## config.mk

```make
export PLATFORM = sky130hd
export DESIGN_NAME = change_dispenser
export DESIGN_NICKNAME = d
export VERILOG_FILES = /design/src/rtl/change_dispenser.sv
export SDC_FILE = /design/constraint.sdc
export NUM_CORES = 1
export LEC_CHECK = 0
export CAP_MARGIN = 20
export CORE_MARGIN = 2
export CORE_UTILIZATION = 60
export CTS_CLUSTER_SIZE = 14
export DETAILED_ROUTE_END_ITERATION = 10
export DONT_BUFFER_PORTS = 1
export PLACE_DENSITY_LB_ADDON = 0.08
export SLEW_MARGIN = 15
export SYNTH_ARGS = -nofsm -noshare
export SYNTH_HDL_FRONTEND = slang
export SYNTH_SLANG_ARGS = --single-unit
```

## constraint.sdc

```tcl
create_clock -name clk -period 7.45 [get_ports clk]
set_clock_uncertainty 0.2 [all_clocks]
set_input_delay 1.49 -clock clk [delete_from_list [all_inputs] [get_ports clk]]
set_output_delay 1.49 -clock clk [all_outputs]
set_load 0.05 [all_outputs]
```

## src/rtl/change_dispenser.sv

```systemverilog
// Coin refund sequencer: converts a BCD dollar/tenths amount into greedy
// $2/$1/50c ejects, pacing each coin behind a hopper acknowledge and a gap.
module change_dispenser #(
    parameter int GAP_CYCLES  = 50_000_000,
    parameter int ACK_TIMEOUT = 100_000_000
) (
    input  logic       clk,
    input  logic       rst_n,
    input  logic       start,
    input  logic [3:0] dollars,
    input  logic [3:0] tenths,
    input  logic       coin_ack,
    input  logic       clear_fault,
    output logic       eject_2,
    output logic       eject_1,
    output logic       eject_50,
    output logic       busy,
    output logic       done,
    output logic       error,
    output logic       fault,
    output logic [4:0] remaining
);

    localparam int MAX_WAIT = (GAP_CYCLES > ACK_TIMEOUT) ? GAP_CYCLES : ACK_TIMEOUT;
    localparam int CW       = (MAX_WAIT < 2) ? 1 : $clog2(MAX_WAIT);
    localparam logic [CW-1:0] GAP_LAST = CW'(GAP_CYCLES - 1);
    localparam logic [CW-1:0] ACK_LAST = CW'(ACK_TIMEOUT - 1);

    typedef enum logic [2:0] {
        IDLE,
        EJECT,
        WAIT_ACK,
        GAP,
        DONE,
        FAULT
    } state_t;

    state_t        state_reg, state_next;
    logic [4:0]    remaining_reg, remaining_next;
    logic [CW-1:0] cnt_reg, cnt_next;
    logic          error_reg, error_next;

    logic          legal;
    logic [4:0]    amount;
    logic [4:0]    coin_val;

    assign legal  = (dollars <= 4'd9) && ((tenths == 4'd0) || (tenths == 4'd5));
    assign amount = {dollars, 1'b0} + {4'b0000, (tenths == 4'd5)};

    // remaining holds steady from EJECT through WAIT_ACK, so the coin in
    // flight can be re-derived from it rather than stored separately.
    always_comb begin
        if (remaining_reg >= 5'd4)      coin_val = 5'd4;
        else if (remaining_reg >= 5'd2) coin_val = 5'd2;
        else                            coin_val = 5'd1;
    end

    always_ff @(posedge clk or negedge rst_n) begin
        if (!rst_n) begin
            state_reg     <= IDLE;
            remaining_reg <= 5'd0;
            cnt_reg       <= '0;
            error_reg     <= 1'b0;
        end else begin
            state_reg     <= state_next;
            remaining_reg <= remaining_next;
            cnt_reg       <= cnt_next;
            error_reg     <= error_next;
        end
    end

    always_comb begin
        state_next     = state_reg;
        remaining_next = remaining_reg;
        cnt_next       = cnt_reg;
        error_next     = 1'b0;
        case (state_reg)
            IDLE: begin
                if (start) begin
                    if (!legal) begin
                        error_next = 1'b1;
                    end else begin
                        remaining_next = amount;
                        state_next     = (amount == 5'd0) ? DONE : EJECT;
                    end
                end
            end
            EJECT: begin
                cnt_next   = '0;
                state_next = WAIT_ACK;
            end
            WAIT_ACK: begin
                // Acknowledge takes priority over a coincident timeout.
                if (coin_ack) begin
                    remaining_next = remaining_reg - coin_val;
                    cnt_next       = '0;
                    state_next     = GAP;
                end else if (cnt_reg == ACK_LAST) begin
                    state_next = FAULT;
                end else begin
                    cnt_next = cnt_reg + 1'b1;
                end
            end
            GAP: begin
                if (cnt_reg == GAP_LAST) begin
                    cnt_next   = '0;
                    state_next = (remaining_reg != 5'd0) ? EJECT : DONE;
                end else begin
                    cnt_next = cnt_reg + 1'b1;
                end
            end
            DONE: begin
                state_next = IDLE;
            end
            FAULT: begin
                if (clear_fault) begin
                    remaining_next = 5'd0;
                    cnt_next       = '0;
                    state_next     = IDLE;
                end
            end
            default: begin
                state_next = IDLE;
            end
        endcase
    end

    assign eject_2   = (state_reg == EJECT) && (coin_val == 5'd4);
    assign eject_1   = (state_reg == EJECT) && (coin_val == 5'd2);
    assign eject_50  = (state_reg == EJECT) && (coin_val == 5'd1);
    assign busy      = (state_reg != IDLE);
    assign done      = (state_reg == DONE);
    assign fault     = (state_reg == FAULT);
    assign error     = error_reg;
    assign remaining = remaining_reg;

endmodule

```

Word-level counts from Yosys, hierarchy flattened
Cells that the tools add are included.

word-level totals
  bits in read-only memories = 0
  memories kept = 0
  latch bits = 0
  register bits = 36
  input bits = 13
  output and inout port bits = 12
  bits in writable memories = 0

operators by class
  add/sub/neg operators = 3
  order comparisons = 3
  bitwise logic cells = 0
  eq/ne operators = 18
  divide/modulo/power cells = 0
  reduce and logical (&&, ||, !) cells = 15
  shifts and indexed selects = 0
  multipliers = 0
  muxes and demuxes = 24

operator list
  cell                     number
  $mux W27                 4
  $pmux W27 S4             1
  $add A27 B1 Y27 const B  1
  $eq A27 B26 Y1 const B   1
  $eq A27 B27 Y1 const B   1
  $mux W5                  5
  $mux W3                  8
  $pmux W3 S5              1
  $pmux W5 S3              1
  $ne A2 B2 Y1 const B     5
  $reduce_and A5 Y1        2
  $eq A3 B2 Y1 const B     2
  $eq A3 B3 Y1 const B     2
  $ne A3 B3 Y1 const B     2
  $reduce_bool A3 Y1       2
  $add A5 B1 Y5            1
  $eq A5 B1 Y1 const B     1
  $eq A5 B2 Y1 const B     1
  $eq A5 B3 Y1 const B     1
  $ge A5 B2 Y1 const B     1
  $ge A5 B3 Y1 const B     1
  $logic_not A5 Y1         1
  $reduce_bool A5 Y1       1
  $sub A5 B5 Y5            1
  other kinds (11)         16

Logic depth before layout (Yosys ltp)
  depth in word-level cells = 7
  depth in mapped cells = 11
  depth with buffers taken out = 11

Least setup slack after synthesis
Ideal clock, no wire load.

  path kind = register -> output
  start point = reg remaining_reg[3] (netlist: remaining[3])
  end point = out eject_1
  slack = 3923 ps
  stages on the path, launching flop included = 4
  data arrival time = 1837 ps
  cells stage by stage = dfrtp_1 > nor3_1 > nand2_1 > nor2_1

on the way
  longest elaborated chain between the ends = 5
  elaborated cells on any way between the ends = 6
  those cells by class = order compare: 2; eq/ne: 1; mux: 2; reduce/logical: 1

RTL lines
  item                    line  text
  from (decl)             39    logic [4:0] remaining_reg, remaining_next;
  from (signal assigned)  66    remaining_reg <= remaining_next;
  $ge A5 B2 Y1            54    else if (remaining_reg >= 5'd2) coin_val = 5'd2;
  $mux W2                 54
  $mux W5 *               53    if (remaining_reg >= 5'd4) coin_val = 5'd4;
  $eq A5 B2 Y1 *          129   assign eject_1 = (state_reg == EJECT) && (coin_val == 5'd2);
  $logic_and A1 B1 Y1 *   129
  to (decl)               15    output logic eject_1,

Every way passes the cells marked *; elsewhere a longest branch is shown, timed or not.

Worst setup path after layout
Same ends and word-level chain as after synthesis.

==> impl_metrics.toml <==
[clocking]
cts.reportedPaths.clkPinSlew_ps = 70
numCtsBuffers = 5
cts.repair.resized = 0
ctsLongestPathBuffers = 2
cts_sinks = 36
root_buffer = "clkbuf_8"
postCtsHoldBufs = 0
postCtsSetupBuffers = 0
clk_latency_ps = 300
htreeDepth = 2
cts_tree = "yes"

[layout]
layout.nets = 282
diodes = 0
area_growth_pct = 4.71
largest_reg_flops = 27
fin_util_pct = 65.9
drive_gt1_share_pct = 9.06
fin_cells = 313

[detailed_routing]
drt-met1-wl_um = 2350
drtIter0Drc = 209
ant_nets = 0
first_pass_iters = 4
vias = 1929
dr.max_layer_used = "met4"
drc_errors = 0
routed_wl_um = 4910
routedWlPerCell_um = 15.7
met3WireLength_um = 309
wl_met2_um = 2210
viasPerCell = 6.16

[timing]
final_hold_viol_count = 0
min_period_ps = 3990
worstMarginPinSlew_ps = 875
fin_crit_sh_pct = 53.6
finalSetupTns_ps = 0
max_slew_margin_pct = 41.5
rsz0062_at_grt = "no"
max_freq_ghz = 0.250
setup_violations = 0
drv_slew = 0

[logic_synthesis]
synth_top_area_share_pct = 38.5
netlist_area_sq_um = 2340
syn_inst = 264
synth.area.top_cells = "dfrtp_1 (39%), xor2_1 (5.6%), nor2_1 (5.5%)"
synth_enable_flop_cells = 0
yosys.area.top_type = "dfrtp_1"
synth_area_per_cell_sq_um = 8.86
ys_warn_count = 0
synth_ff_type = "dfrtp_1"
synth_nets = 282
ys_ff_latch = 36
synth-seq-area-share_pct = 38.5
ys_types = 54
async_flop_share_pct = 100

[setup_path]
cpPeakStageDelay_ps = 730
path_cells = "nor3_1 -> nand2_1 -> nor2_1"
required_ps = 5760
crit_type = "flop to primary output"
path_delay_family = "simple AND/OR/NAND/NOR gates"
end_kind = "primary output"
ff2ff_setup_slack_ps = 4450
start_kind = "flop"
slowest_stage = "nor2_1"
r2r-end = "remaining[4]"
cp_max_fo = 5
timing.rr.start = "remaining[3]"
r2r_cells = 11
path_buf_inv = 0
cp.arrival_ps = 2300

[place]
io_buffers = 0
dpl.cell_count = 305
gp_congestion = 0.826
hpwl_um = 3600

[hold_path]
hp-class = "flop to flop"
holdPathEnd = "cnt_reg[0]"
hold_path_startpoint = "cnt_reg[0]"
min_path_cells = 1

[global_route]
track_usage_pct = 25.6
grt_pass1_wl_um = 8430
grt_pass1_vias = 1777
grt-ovfl-total = 0
grt_max_degree = 37
antenna_found_initial = 0

[power_and_ir_drop]
leakage_uw = 0.00106
p_per_area_nw_per_um2 = 322
irDropWorstVdd_mv = 0.275

[floorplanning]
ios = 25
die_h_um = 66.4
die_area_sq_um = 4410
die_x_um = 66.4
rows = 22
start_util_pct = 63.0
core_area_sq_um = 3720

[run]
maxCapViolations = 0

[outcome]
status = "finished, final reports clean"
Yosys cell counts (8+ instances only):
cell type	count
nand2_1	23
nand3_1	9
nand4_1	12
a21oi_1	9
o21ai_0	8
dfrtp_1	36
a31oi_1	10
and3_1	8
inv_1	11
nor2_1	34
xor2_1	15
placed cells by master (no fill, tap or decap), types with 2 or more instances in the layout:
cell type   n
o22ai_1     2
nor2_2      2
clkinv_2    2
inv_1      11
xor2_1     15
a31oi_1    10
and2_1      2
a22oi_1     2
nor4_1      4
o21a_1      3
nand3b_1    2
nor3_1      6
nand4_2     2
o21ai_0     8
ha_1        4
and3_1      8
nor2b_1     2
nand3_1     9
clkbuf_8    6
a21o_1      2
a21oi_1     9
nand4b_1    2
and2b_1     5
xnor2_1     6
dfrtp_1    36
nand2b_1    6
nor2_1     34
nand2_1    23
nand4_1    12
o31ai_1     6
area by class of cell:
class	instances	area, sq um
multi-input combinational	209	1350
timing repair buffer	1	7.51
tap	48	60.1
fill	331	1270
sequential	36	901
inverter	11	41.3
clock inverter	2	10.0
clock buffer	6	82.6
how the worst max path moves through the flow:
stage / startpoint / end / slack [ps] / depth (start not counted)
global route: remaining[3] / eject_1 / 3270 / 3
finish: remaining[3] / eject_1 / 3460 / 3
floorplan: remaining[3] / eject_1 / 3920 / 3
global placement: remaining[3] / eject_1 / 3800 / 3
CTS: remaining[3] / eject_1 / 3410 / 3
detailed placement: remaining[3] / eject_1 / 3740 / 3
per-stage QoR:
stage | total power [uW] | worst slack (ps) | hold slack [ps] | cell area [sq um]
final | 790 | 3460 | 303 | 2450
after global routing | 853 | 3270 | 343 | 2450
after floorplan | 599 | 3920 | 279 | 2340
after CTS | 791 | 3410 | 307 | 2450
after detailed placement | 649 | 3740 | 296 | 2360
after global placement | 646 | 3800 | 290 | 2360
layer usage:
metal | global-route usage, % | up-vias
li1 | - | 955
met1 | 37.5 | 927
met2 | 37.0 | 42
met3 | 7.50 | 5
met4 | 6.63 | 0
met5 | 0 | -
cell families after synthesis:
logic type / synth area share (%)
and+or+nand+nor: 31.7
DFF: 38.5
xor gates and xnor gates: 7.86
buffers and inverters: 3.90
AOI/OAI and AO/OA: 14.6
adders and majority gates: 2.99
muxes: 0.428
where the power goes:
| part | total [uW] | leakage (uW) | switching [uW] | internal [uW] |
|---|---|---|---|---|
| clock network | 142 | 0.0000510 | 68.8 | 73.6 |
| registers | 315 | 0.000486 | 92.1 | 223 |
| logic | 333 | 0.000518 | 223 | 110 |
(Power assumes the default switching activity.)
